[config.mk]
export PLATFORM = sky130hd
export DESIGN_NAME = mem_access_arbiter
export DESIGN_NICKNAME = d
export VERILOG_FILES = /design/src/rtl/mem_access_arbiter.sv
export SDC_FILE = /design/constraint.sdc
export NUM_CORES = 1
export LEC_CHECK = 0
export BUFFER_PORTS_ARGS = -buffer_cell sky130_fd_sc_hd__buf_2
export CELL_PAD_IN_SITES_DETAIL_PLACEMENT = 0
export CELL_PAD_IN_SITES_GLOBAL_PLACEMENT = 1
export CORE_ASPECT_RATIO = 0.75
export CORE_UTILIZATION = 33
export CTS_CLUSTER_DIAMETER = 120
export CTS_CLUSTER_SIZE = 24
export DETAILED_ROUTE_END_ITERATION = 10
export GPL_ROUTABILITY_DRIVEN = 1
export PLACE_DENSITY = 0.95
export SLEW_MARGIN = 25
export SYNTH_ARGS = -nofsm -noshare
export SYNTH_HDL_FRONTEND = slang
export SYNTH_SLANG_ARGS = --single-unit
[constraint.sdc]
create_clock -name clk_i -period 4.1 [get_ports clk_i]
set_clock_uncertainty 0.05 [all_clocks]
set_input_delay 1.23 -clock clk_i [delete_from_list [all_inputs] [get_ports clk_i]]
set_output_delay 1.23 -clock clk_i [all_outputs]
set_load 0.005 [all_outputs]
[src/rtl/mem_access_arbiter.sv]
`default_nettype none
// ============================================================================
//  Module      : mem_access_arbiter
//  Description : Shares one memory port between the instruction-fetch port
//                (IF, read-only) and the data-memory port (DM, LOAD/STORE).
//                One request is captured, presented on the memory bus, and
//                the response is routed back to the owner. Exactly one
//                transaction may be outstanding at any time.
//  Ports       :
//      clk_i, arst_ni                 clock / async active-low reset
//      if_req_i, if_addr_i            IF read request
//      if_gnt_o, if_rvalid_o,
//      if_rdata_o                     IF grant pulse / response
//      dm_req_i, dm_we_i, dm_addr_i,
//      dm_wdata_i                     DM request
//      dm_gnt_o, dm_rvalid_o,
//      dm_rdata_o                     DM grant pulse / response
//      mem_req_o, mem_we_o,
//      mem_addr_o, mem_wdata_o        registered memory request
//      mem_gnt_i, mem_rvalid_i,
//      mem_rdata_i                    memory handshake / response
//      if_cnt_o, dm_cnt_o             saturating completion counters
//  Revision    : 1.0 - initial release
// ============================================================================
module mem_access_arbiter #(
    parameter int ADDR_WIDTH = 32,
    parameter int DATA_WIDTH = 32,
    parameter int CNT_WIDTH  = 16
) (
    input  logic                  clk_i,
    input  logic                  arst_ni,
    input  logic                  if_req_i,
    input  logic [ADDR_WIDTH-1:0] if_addr_i,
    output logic                  if_gnt_o,
    output logic                  if_rvalid_o,
    output logic [DATA_WIDTH-1:0] if_rdata_o,
    input  logic                  dm_req_i,
    input  logic                  dm_we_i,
    input  logic [ADDR_WIDTH-1:0] dm_addr_i,
    input  logic [DATA_WIDTH-1:0] dm_wdata_i,
    output logic                  dm_gnt_o,
    output logic                  dm_rvalid_o,
    output logic [DATA_WIDTH-1:0] dm_rdata_o,
    output logic                  mem_req_o,
    output logic                  mem_we_o,
    output logic [ADDR_WIDTH-1:0] mem_addr_o,
    output logic [DATA_WIDTH-1:0] mem_wdata_o,
    input  logic                  mem_gnt_i,
    input  logic                  mem_rvalid_i,
    input  logic [DATA_WIDTH-1:0] mem_rdata_i,
    output logic [CNT_WIDTH-1:0]  if_cnt_o,
    output logic [CNT_WIDTH-1:0]  dm_cnt_o
);

    typedef enum logic [1:0] {
        ST_IDLE = 2'd0,
        ST_REQ  = 2'd1,
        ST_RESP = 2'd2
    } state_t;

    localparam logic OWNER_IF = 1'b0;
    localparam logic OWNER_DM = 1'b1;
    localparam logic [CNT_WIDTH-1:0] CNT_ONE = {{(CNT_WIDTH-1){1'b0}}, 1'b1};

    state_t                state_q, state_d;
    logic                  owner_q, owner_d;
    logic                  last_owner_q, last_owner_d;
    logic                  mem_req_q, mem_req_d;
    logic                  mem_we_q, mem_we_d;
    logic [ADDR_WIDTH-1:0] mem_addr_q, mem_addr_d;
    logic [DATA_WIDTH-1:0] mem_wdata_q, mem_wdata_d;
    logic [CNT_WIDTH-1:0]  if_cnt_q, if_cnt_d;
    logic [CNT_WIDTH-1:0]  dm_cnt_q, dm_cnt_d;
    logic                  winner;

    always_comb begin
        state_d      = state_q;
        owner_d      = owner_q;
        last_owner_d = last_owner_q;
        mem_req_d    = mem_req_q;
        mem_we_d     = mem_we_q;
        mem_addr_d   = mem_addr_q;
        mem_wdata_d  = mem_wdata_q;
        if_cnt_d     = if_cnt_q;
        dm_cnt_d     = dm_cnt_q;
        winner       = OWNER_IF;
        if_gnt_o     = 1'b0;
        dm_gnt_o     = 1'b0;
        if_rvalid_o  = 1'b0;
        dm_rvalid_o  = 1'b0;

        case (state_q)
            ST_IDLE: begin
                if (if_req_i || dm_req_i) begin
                    // On a tie the port that did not win last time goes next,
                    // giving strict alternation under sustained contention.
                    if (if_req_i && dm_req_i) begin
                        winner = ~last_owner_q;
                    end else begin
                        winner = dm_req_i ? OWNER_DM : OWNER_IF;
                    end
                    owner_d      = winner;
                    last_owner_d = winner;
                    mem_req_d    = 1'b1;
                    state_d      = ST_REQ;
                    if (winner == OWNER_DM) begin
                        dm_gnt_o    = 1'b1;
                        mem_we_d    = dm_we_i;
                        mem_addr_d  = dm_addr_i;
                        mem_wdata_d = dm_wdata_i;
                    end else begin
                        if_gnt_o    = 1'b1;
                        mem_we_d    = 1'b0;
                        mem_addr_d  = if_addr_i;
                        mem_wdata_d = '0;
                    end
                end
            end
            ST_REQ: begin
                // Request lines stay frozen until the memory accepts.
                if (mem_gnt_i) begin
                    mem_req_d = 1'b0;
                    state_d   = ST_RESP;
                end
            end
            ST_RESP: begin
                if (mem_rvalid_i) begin
                    state_d = ST_IDLE;
                    if (owner_q == OWNER_DM) begin
                        dm_rvalid_o = 1'b1;
                        if (dm_cnt_q != '1) dm_cnt_d = dm_cnt_q + CNT_ONE;
                    end else begin
                        if_rvalid_o = 1'b1;
                        if (if_cnt_q != '1) if_cnt_d = if_cnt_q + CNT_ONE;
                    end
                end
            end
            default: begin
                state_d = ST_IDLE;
            end
        endcase
    end

    always_ff @(posedge clk_i or negedge arst_ni) begin
        if (!arst_ni) begin
            state_q      <= ST_IDLE;
            owner_q      <= OWNER_IF;
            last_owner_q <= OWNER_IF;
            mem_req_q    <= 1'b0;
            mem_we_q     <= 1'b0;
            mem_addr_q   <= '0;
            mem_wdata_q  <= '0;
            if_cnt_q     <= '0;
            dm_cnt_q     <= '0;
        end else begin
            state_q      <= state_d;
            owner_q      <= owner_d;
            last_owner_q <= last_owner_d;
            mem_req_q    <= mem_req_d;
            mem_we_q     <= mem_we_d;
            mem_addr_q   <= mem_addr_d;
            mem_wdata_q  <= mem_wdata_d;
            if_cnt_q     <= if_cnt_d;
            dm_cnt_q     <= dm_cnt_d;
        end
    end

    // Read data is gated so the idle port never sees memory traffic.
    assign if_rdata_o  = if_rvalid_o ? mem_rdata_i : '0;
    assign dm_rdata_o  = dm_rvalid_o ? mem_rdata_i : '0;
    assign mem_req_o   = mem_req_q;
    assign mem_we_o    = mem_we_q;
    assign mem_addr_o  = mem_addr_q;
    assign mem_wdata_o = mem_wdata_q;
    assign if_cnt_o    = if_cnt_q;
    assign dm_cnt_o    = dm_cnt_q;

endmodule
`default_nettype wire

==> results.txt, run 1 <==
----------------------------------------------------
[Status]
  Outcome ... complete, no violations

[CTS]
  Clock latency reported for the late side of the worst-skew pair ... 340 ps
  CTS clk-pin slew, worst paths ... 70 ps
  CTS tree ... done
  CTS Buffer Depth ... 2
  Buffers inserted by post-CTS timing repair ... 0
  Clock H-tree levels ... 3
  TritonCTS Sinks ... 101
  Number of gates given a new drive strength after cts ... 0
  Clk Tree Root Cell ... sky130_fd_sc_hd__clkbuf_16
  CTS Buf Count ... 9
  CTS Hold Buffers Added ... 0

[Timing]
  Post-Route Hold Slack ... 438 ps
  Final-report hold violation count ... 0
  Count of endpoints failing setup in the final report ... 0
  RSZ-0062 raised after global routing ... false
  Maximum operating frequency ... 294 MHz
  Setup TNS ... 0 ps
  Share of the clock period used by the worst path after layout ... 82.9%
  Slew margin rel. ... 43.8%
  Post-route minimum period ... 3400 ps
  Measured slew at the worst slew-check pin ... 835 ps
  Max-slew violation count ... 0

[Global routing]
  GRT overflow ... 0
  Vias in the first global route ... 4069
  Initial antenna violation count ... 1
  Maximum number of pins on one net before global-route repair ... 69
  Wire length of the first global-routing pass ... 21900 um
  Overall fraction of global-route tracks in use ... 19.0%

[Drt]
  Antenna-violating nets left ... 0
  Ratio of routed vias to standard cells ... 4.90
  # DRC ... 0
  Final routed wirelength across all metal layers ... 14000 um
  Detailed-router iteration count before antenna repair ... 4
  Drt wl/cell ... 15.8 um
  Drt first-iter violations ... 275
  Via total after detailed routing ... 4338

[Setup path]
  Category of cells accounting for the largest share of critical-path delay ... buffers and inverters
  Number of buffer and inverter instances along the worst setup path ... 4
  Critical Path Slowest Stage Cell ... sky130_fd_sc_hd__buf_4
  Worst-path maximum fanout ... 31
  CP startpoint kind ... input port
  Cell breakdown of the critical path ... buf_2 -> nand4b_1 -> inv_1 -> buf_4 -> and2_1 -> buf_2
  Nature of the critical path endpoint ... output pin
  Arrival time reported for the critical path endpoint ... 2120 ps
  Req. time, crit path ... 2820 ps
  Critical setup path kind ... in2out
  CP peak stage delay ... 260 ps
  Dominant cell type by count on the critical path ... sky130_fd_sc_hd__buf_2

[Finish]
  Fraction of layout instances using a drive strength above 1 ... 48.0%
  Final standard cell area without fillers ... 6750 um^2
  Fill cell count ... 1296
  Area taken by multi-input logic gates ... 2100 um^2
  Most frequent standard cell in the layout excluding fill and tap cells ... sky130_fd_sc_hd__buf_2
  Flip-flop and latch area ... 2530 um^2
  Commonest non-fill, non-tap cells in the layout ... 299 x sky130_fd_sc_hd__buf_2, 101 x sky130_fd_sc_hd__dfrtp_1, 65 x sky130_fd_sc_hd__and2_1, 65 x sky130_fd_sc_hd__a22o_1, 33 x sky130_fd_sc_hd__a21o_1
  Area Growth Syn to Fin ... 42.9%
  NumNets Final ... 842

[Yosys]
  Synthesis warning total ... 0
  FF+latch count, synth ... 101
  Synth cell types ... 37
  Mapped Area ... 4720 um^2
  Number of instances in the synthesized netlist ... 412
  Net count after synthesis ... 549
  Sequential fraction of the synthesis area ... 53.5%
  Post-Synthesis Mean Instance Area ... 11.5 um^2

[Die]
  Placement Rows ... 37
  Chip height ... 106 um
  Starting Density ... 34.1%
  Full die area ... 14800 um^2
  Floorplan die width ... 140 um
  Num ports ... 301
  Standard cell core area ... 13800 um^2

[Power]
  P_leak ... 3.99 nW
  Overall power ... 0.00391 W
  Peak supply drop ... 0.264 mV
  Ratio of total power to cell area ... 580 nW/um^2

[Hold path]
  Worst hold path type ... reg2reg

[Place]
  IO Port Bufs ... 300
  Detailed placer's ending HPWL ... 10300 um
  Placer's final routability congestion estimate ... 0.832
  Placement-stage cell area ... 6450 um^2

[Flow run]
  Max Cap Viol ... 0

----------------------------------------------------
[cell usage after synthesis]
cell                        number  area share (%)
sky130_fd_sc_hd__buf_2           5            0.53
sky130_fd_sc_hd__a21oi_1         1            0.11
sky130_fd_sc_hd__o21ai_0         2            0.21
sky130_fd_sc_hd__clkbuf_1       20             1.6
sky130_fd_sc_hd__nand2b_1        2            0.26
sky130_fd_sc_hd__xor2_1         25             4.6
sky130_fd_sc_hd__dfrtp_1       101              53
sky130_fd_sc_hd__ha_1            2            0.53
sky130_fd_sc_hd__nand2_1        13             1.0
sky130_fd_sc_hd__nor4_2          2            0.53
sky130_fd_sc_hd__nor2_1          6            0.48
sky130_fd_sc_hd__xnor2_1         5            0.93
sky130_fd_sc_hd__a21o_1         33             5.2
sky130_fd_sc_hd__nor4b_2         3            0.95
sky130_fd_sc_hd__nand4_1         9             1.2
sky130_fd_sc_hd__nor4b_1         1            0.19
sky130_fd_sc_hd__buf_1           3            0.24
sky130_fd_sc_hd__nor3_1          9            0.95
sky130_fd_sc_hd__nor4_1          6            0.79
sky130_fd_sc_hd__nand4bb_1       1            0.24
sky130_fd_sc_hd__and4_1          1            0.19
sky130_fd_sc_hd__inv_1           2            0.16
sky130_fd_sc_hd__or4_4           1            0.24
sky130_fd_sc_hd__or3_4           1            0.24
sky130_fd_sc_hd__and3_1          3            0.40
sky130_fd_sc_hd__o21a_1          1            0.16
sky130_fd_sc_hd__nand3_2         1            0.21
sky130_fd_sc_hd__nor3b_1         4            0.64
sky130_fd_sc_hd__nand4b_1        2            0.37
sky130_fd_sc_hd__nand3b_1        1            0.16
sky130_fd_sc_hd__nand3_1        11             1.2
sky130_fd_sc_hd__mux2_2          2            0.48
sky130_fd_sc_hd__o21ai_1         1            0.11
sky130_fd_sc_hd__and2_1         65             8.6
sky130_fd_sc_hd__nand4_2         1            0.26
sky130_fd_sc_hd__a22o_1         65              12
sky130_fd_sc_hd__nor4_4          1            0.45
[area by class of cell]
type	count	share of cell area (%)
clock inverters	5	0.890
multi-input cells	281	31.1
well taps	175	3.24
inverters	2	0.111
flip-flops and latches	101	37.4
repair buffers	310	23.6
clock buffers	11	3.60
diodes	1	0.0371
[cells by family after synthesis]
group           Yosys count  synth area share (%)
compound gates          103                  17.9
xor+xnor                 30                  5.56
fa+ha+maj                 2                 0.530
buf+inv                  30                  2.52
flops                   101                  53.5
mux                       2                 0.477
simple gates            144                  19.5
[metrics by stage]
stage	worst slack [ps]	utilization, %	std cells
2_1_floorplan	790	-	412
3_3_place_gp	771	46.6	869
3_5_place_dp	703	46.6	869
4_1_cts	705	48.8	885
5_1_grt	618	48.8	886
6_report	703	48.8	886
[routing by layer]
metal	track usage, %	part of all wire (%)
met4	4.55	0.43
met5	0	0
met1	26.9	47
met2	28.0	46
met3	5.95	6.8
[path summary, 6_finish.rpt]
path | start | end | slack (ps) | depth (start not counted)
setup / recovery | mem_rvalid_i | dm_rdata_o[15] | 700 | 6
hold / removal | mem_req_o | mem_req_o | 440 | 2
setup reg to reg | if_cnt_o[0] | if_cnt_o[1] | 1760 | 6
hold reg to reg | mem_req_o | mem_req_o | 440 | 2
max in group asynchronous | arst_ni | last_owner_q | 2440 | 2
min in group asynchronous | arst_ni | mem_addr_o[19] | 830 | 1
[registers in the layout (all words and copies together), names as in the netlist]
register and cells:
dm_cnt_o 16, if_cnt_o 16, last_owner_q 1, mem_addr_o 32
mem_req_o 1, mem_wdata_o 32, mem_we_o 1, state_q 2
[worst reg2reg max path, delay by kind of cell (launching register included)]
kind          cells  cell delay, ps
fa+ha+maj         1             260
flops             1             440
buf+inv           1             280
mux               1             270
simple gates      3             920
[where the power goes]
part	switching, W	internal, W
clock network	0.000362	0.000491
logic	0.000688	0.000778
registers	0.000234	0.00136
total	0.00128	0.00263
Power figures use the tool's default switching activity.
==> run 2, diff against run 1 <==
--- a/config.mk
+++ b/config.mk
@@ -5,16 +5,17 @@
 export SDC_FILE = /design/constraint.sdc
 export NUM_CORES = 1
 export LEC_CHECK = 0
+export ABC_AREA = 1
 export BUFFER_PORTS_ARGS = -buffer_cell sky130_fd_sc_hd__buf_2
 export CELL_PAD_IN_SITES_DETAIL_PLACEMENT = 0
 export CELL_PAD_IN_SITES_GLOBAL_PLACEMENT = 1
 export CORE_ASPECT_RATIO = 0.75
-export CORE_UTILIZATION = 33
+export CORE_UTILIZATION = 27
 export CTS_CLUSTER_DIAMETER = 120
 export CTS_CLUSTER_SIZE = 24
 export DETAILED_ROUTE_END_ITERATION = 10
 export GPL_ROUTABILITY_DRIVEN = 1
-export PLACE_DENSITY = 0.95
+export PLACE_DENSITY = 0.87
 export SLEW_MARGIN = 25
 export SYNTH_ARGS = -nofsm -noshare
 export SYNTH_HDL_FRONTEND = slang
==> constraint.sdc (replaced) <==
create_clock -name clk_i -period 3 [get_ports clk_i]
set_clock_uncertainty 0.05 [all_clocks]
set_input_delay 0.9 -clock clk_i [delete_from_list [all_inputs] [get_ports clk_i]]
set_output_delay 0.9 -clock clk_i [all_outputs]
set_load 0.005 [all_outputs]
==> results.txt, run 2 <==
----------------------------------------------------
[Yosys]
  Post-Synthesis Mean Instance Area ... 7.91 um^2
  Proportion of synthesized area in mux cells ... 0%
  Number of instances in the synthesized netlist ... 634
  Post-synthesis share of cell area spent on full adders, half adders and majority gates ... 0.499%
  Sequential fraction of the synthesis area ... 50.4%
  Most repeated cell in the gate-level netlist after synthesis ... sky130_fd_sc_hd__nand2_1
  Synth cell types ... 30
  Net count after synthesis ... 771
  Post-synth EDFFs ... 0
  Top post-synthesis cells by count ... 224 x sky130_fd_sc_hd__nand2_1, 101 x sky130_fd_sc_hd__dfrtp_1, 88 x sky130_fd_sc_hd__nor2_1
  Xor/xnor share of the synthesized area ... 2.45%
  Cell type with the highest aggregate area in the netlist ... sky130_fd_sc_hd__dfrtp_1
  Fraction of post-synthesis cell area in the top cell type by area ... 50.4%
  Async S/R FF share, synth ... 100%
  Post-Synth Simple-Gate Area ... 31.9%
  Commonest register cell after synthesis ... sky130_fd_sc_hd__dfrtp_1
  FF+latch count, synth ... 101
  Main combinational cell family by area after synthesis ... simple AND/OR/NAND/NOR gates
  Share of the synthesized area in compound gates (AO/OA/AOI/OAI) ... 7.66%
  Synthesis warning total ... 0
  Cells taking the most area after synthesis ... sky130_fd_sc_hd__dfrtp_1 50%, sky130_fd_sc_hd__nand2_1 17%, sky130_fd_sc_hd__nor2_1 6.6%
  Mapped Area ... 5010 um^2

[Drt]
  Top routing layer in use ... met4
  Drt first-iter violations ... 286
  Antenna-violating nets left ... 0
  Ratio of routed vias to standard cells ... 4.31
  Final routed wirelength across all metal layers ... 15300 um
  # DRC ... 0
  Drt wl/cell ... 13.0 um
  Length of routed wiring on met1 ... 7230 um
  Via total after detailed routing ... 5063
  Detailed-router iteration count before antenna repair ... 5
  Met2 routed WL ... 6910 um
  Met3 Routed Length ... 1010 um

[Power]
  Peak supply drop ... 0.377 mV
  P_leak ... 4.11 nW
  Ratio of total power to cell area ... 732 nW/um^2

[Hold path]
  Worst hold path type ... reg2reg

[CTS]
  Number of gates given a new drive strength after cts ... 0
  CTS Hold Buffers Added ... 0
  Clk Tree Root Cell ... sky130_fd_sc_hd__clkbuf_16
  CTS Buffer Depth ... 2
  TritonCTS Sinks ... 101
  Clock latency reported for the late side of the worst-skew pair ... 350 ps
  Buffers inserted by post-CTS timing repair ... 0
  CTS Buf Count ... 9
  Clock H-tree levels ... 3
  CTS clk-pin slew, worst paths ... 70 ps
  CTS tree ... done

[Setup path]
  Cell breakdown of the critical path ... buf_2 -> nand4_1 -> buf_4 -> nor2_1 -> buf_2
  CP peak stage delay ... 300 ps
  Dominant cell type by count on the critical path ... sky130_fd_sc_hd__buf_2
  Critical Path Slowest Stage Cell ... sky130_fd_sc_hd__buf_4
  Category of cells accounting for the largest share of critical-path delay ... buffers and inverters
  Arrival time reported for the critical path endpoint ... 1670 ps
  Critical setup path kind ... in2out
  Worst-path maximum fanout ... 33
  Req. time, crit path ... 2050 ps
  CP startpoint kind ... input port
  Nature of the critical path endpoint ... output pin
  Number of buffer and inverter instances along the worst setup path ... 3

[Global routing]
  Maximum number of pins on one net before global-route repair ... 69
  GRT overflow ... 0
  Overall fraction of global-route tracks in use ... 16.0%
  Wire length of the first global-routing pass ... 24400 um
  Initial antenna violation count ... 0
  Vias in the first global route ... 4714

[Finish]
  Layout Utilization ... 39.4%
  Most frequent standard cell in the layout excluding fill and tap cells ... sky130_fd_sc_hd__buf_2
  Fraction of layout instances using a drive strength above 1 ... 36.5%
  NumNets Final ... 1064
  Area Growth Syn to Fin ... 40.9%
  Antenna cell count ... 0
  Commonest non-fill, non-tap cells in the layout ... 299 x sky130_fd_sc_hd__buf_2, 224 x sky130_fd_sc_hd__nand2_1, 101 x sky130_fd_sc_hd__dfrtp_1

[Timing]
  Slew margin rel. ... 47.9%
  Count of endpoints failing setup in the final report ... 0
  Maximum operating frequency ... 382 MHz
  Post-route minimum period ... 2620 ps
  Share of the clock period used by the worst path after layout ... 87.3%
  Setup TNS ... 0 ps
  RSZ-0062 raised after global routing ... false
  Final-report hold violation count ... 0
  Measured slew at the worst slew-check pin ... 782 ps
  Max-slew violation count ... 0

[Die]
  Chip height ... 120 um
  Standard cell core area ... 17900 um^2
  Starting Density ... 28.0%
  Num ports ... 301
  Full die area ... 19100 um^2
  Placement Rows ... 42
  Floorplan die width ... 159 um

[Status]
  Outcome ... complete, no violations

[Flow run]
  Max Cap Viol ... 0

[Place]
  Placer's final routability congestion estimate ... 0.771
  IO Port Bufs ... 300
  Detailed placer's ending HPWL ... 11300 um

----------------------------------------------------
[run 2: cell types whose count changed after synthesis, sizes merged, moves of 10 or more]
cell	delta
and2	-65
xor2	-23
nand2	+214
a21o	-33
inv	+57
nand3	+34
nor2	+90
clkbuf	-10
o21ai	+10
a22o	-32
[run 2: stage by stage]
| stage | hold slack (ps) | area, um^2 | power [W] | worst slack [ps] | std cells |
|---|---|---|---|---|---|
| 3_5_place_dp | 426 | 6770 | 0.00410 | 395 | 1158 |
| 4_1_cts | 446 | 7060 | 0.00526 | 392 | 1174 |
| 3_3_place_gp | 426 | 6770 | 0.00405 | 428 | 1158 |
| 6_report | 440 | 7060 | 0.00517 | 382 | 1174 |
| 5_1_grt | 466 | 7060 | 0.00556 | 300 | 1174 |
| 2_1_floorplan | 414 | 5010 | 0.00316 | 476 | 634 |
[run 2: kinds of logic after synthesis]
family | Yosys count
compound gates | 48
xor+xnor | 14
fa+ha+maj | 2
buf+inv | 84
flops | 101
simple gates | 385
[run 2: layout make-up]
class                           instances  area (um^2)
Clock buffer                           12          256
Clock inverter                          4         32.5
Fill cell                            1856        10900
Inverter                               59          221
Multi-Input combinational cell        449         2140
Sequential cell                       101         2530
Tap cell                              242          303
Timing Repair Buffer                  307         1580
[run 2: routing by layer]
layer	global-route usage [%]	vias to the layer above
li1	-	2580
met5	0	-
met3	4.49	12
met1	22.4	2291
met4	3.37	0
met2	24.6	180
[run 2: worst reg2reg max path: cells and delay by family (launching register included)]
kind            cells  cell delay, ps
compound gates      1             270
buf+inv             2             640
simple gates        2             420
flops               1             440
[run 2: final timing paths]
| path | from | endpoint | slack, ps | depth (start not counted) |
|---|---|---|---|---|
| hold / removal | mem_addr_o[25] | mem_addr_o[25] | 440 | 2 |
| setup / recovery | mem_rvalid_i | dm_rdata_o[10] | 380 | 5 |
| max in group asynchronous | arst_ni | if_cnt_o[2] | 1710 | 2 |
| setup reg to reg | state_q[1] | mem_wdata_o[23] | 1120 | 5 |
| hold reg to reg | mem_addr_o[25] | mem_addr_o[25] | 440 | 2 |
| min in group asynchronous | arst_ni | if_cnt_o[14] | 530 | 1 |
[run 2: power by group]
part | internal, W | switching (W) | leakage (nW)
logic | 0.000861 | 0.00103 | 2.67
registers | 0.00185 | 0.000297 | 1.31
clock network | 0.000612 | 0.000524 | 0.135
total | 0.00332 | 0.00185 | 4.11
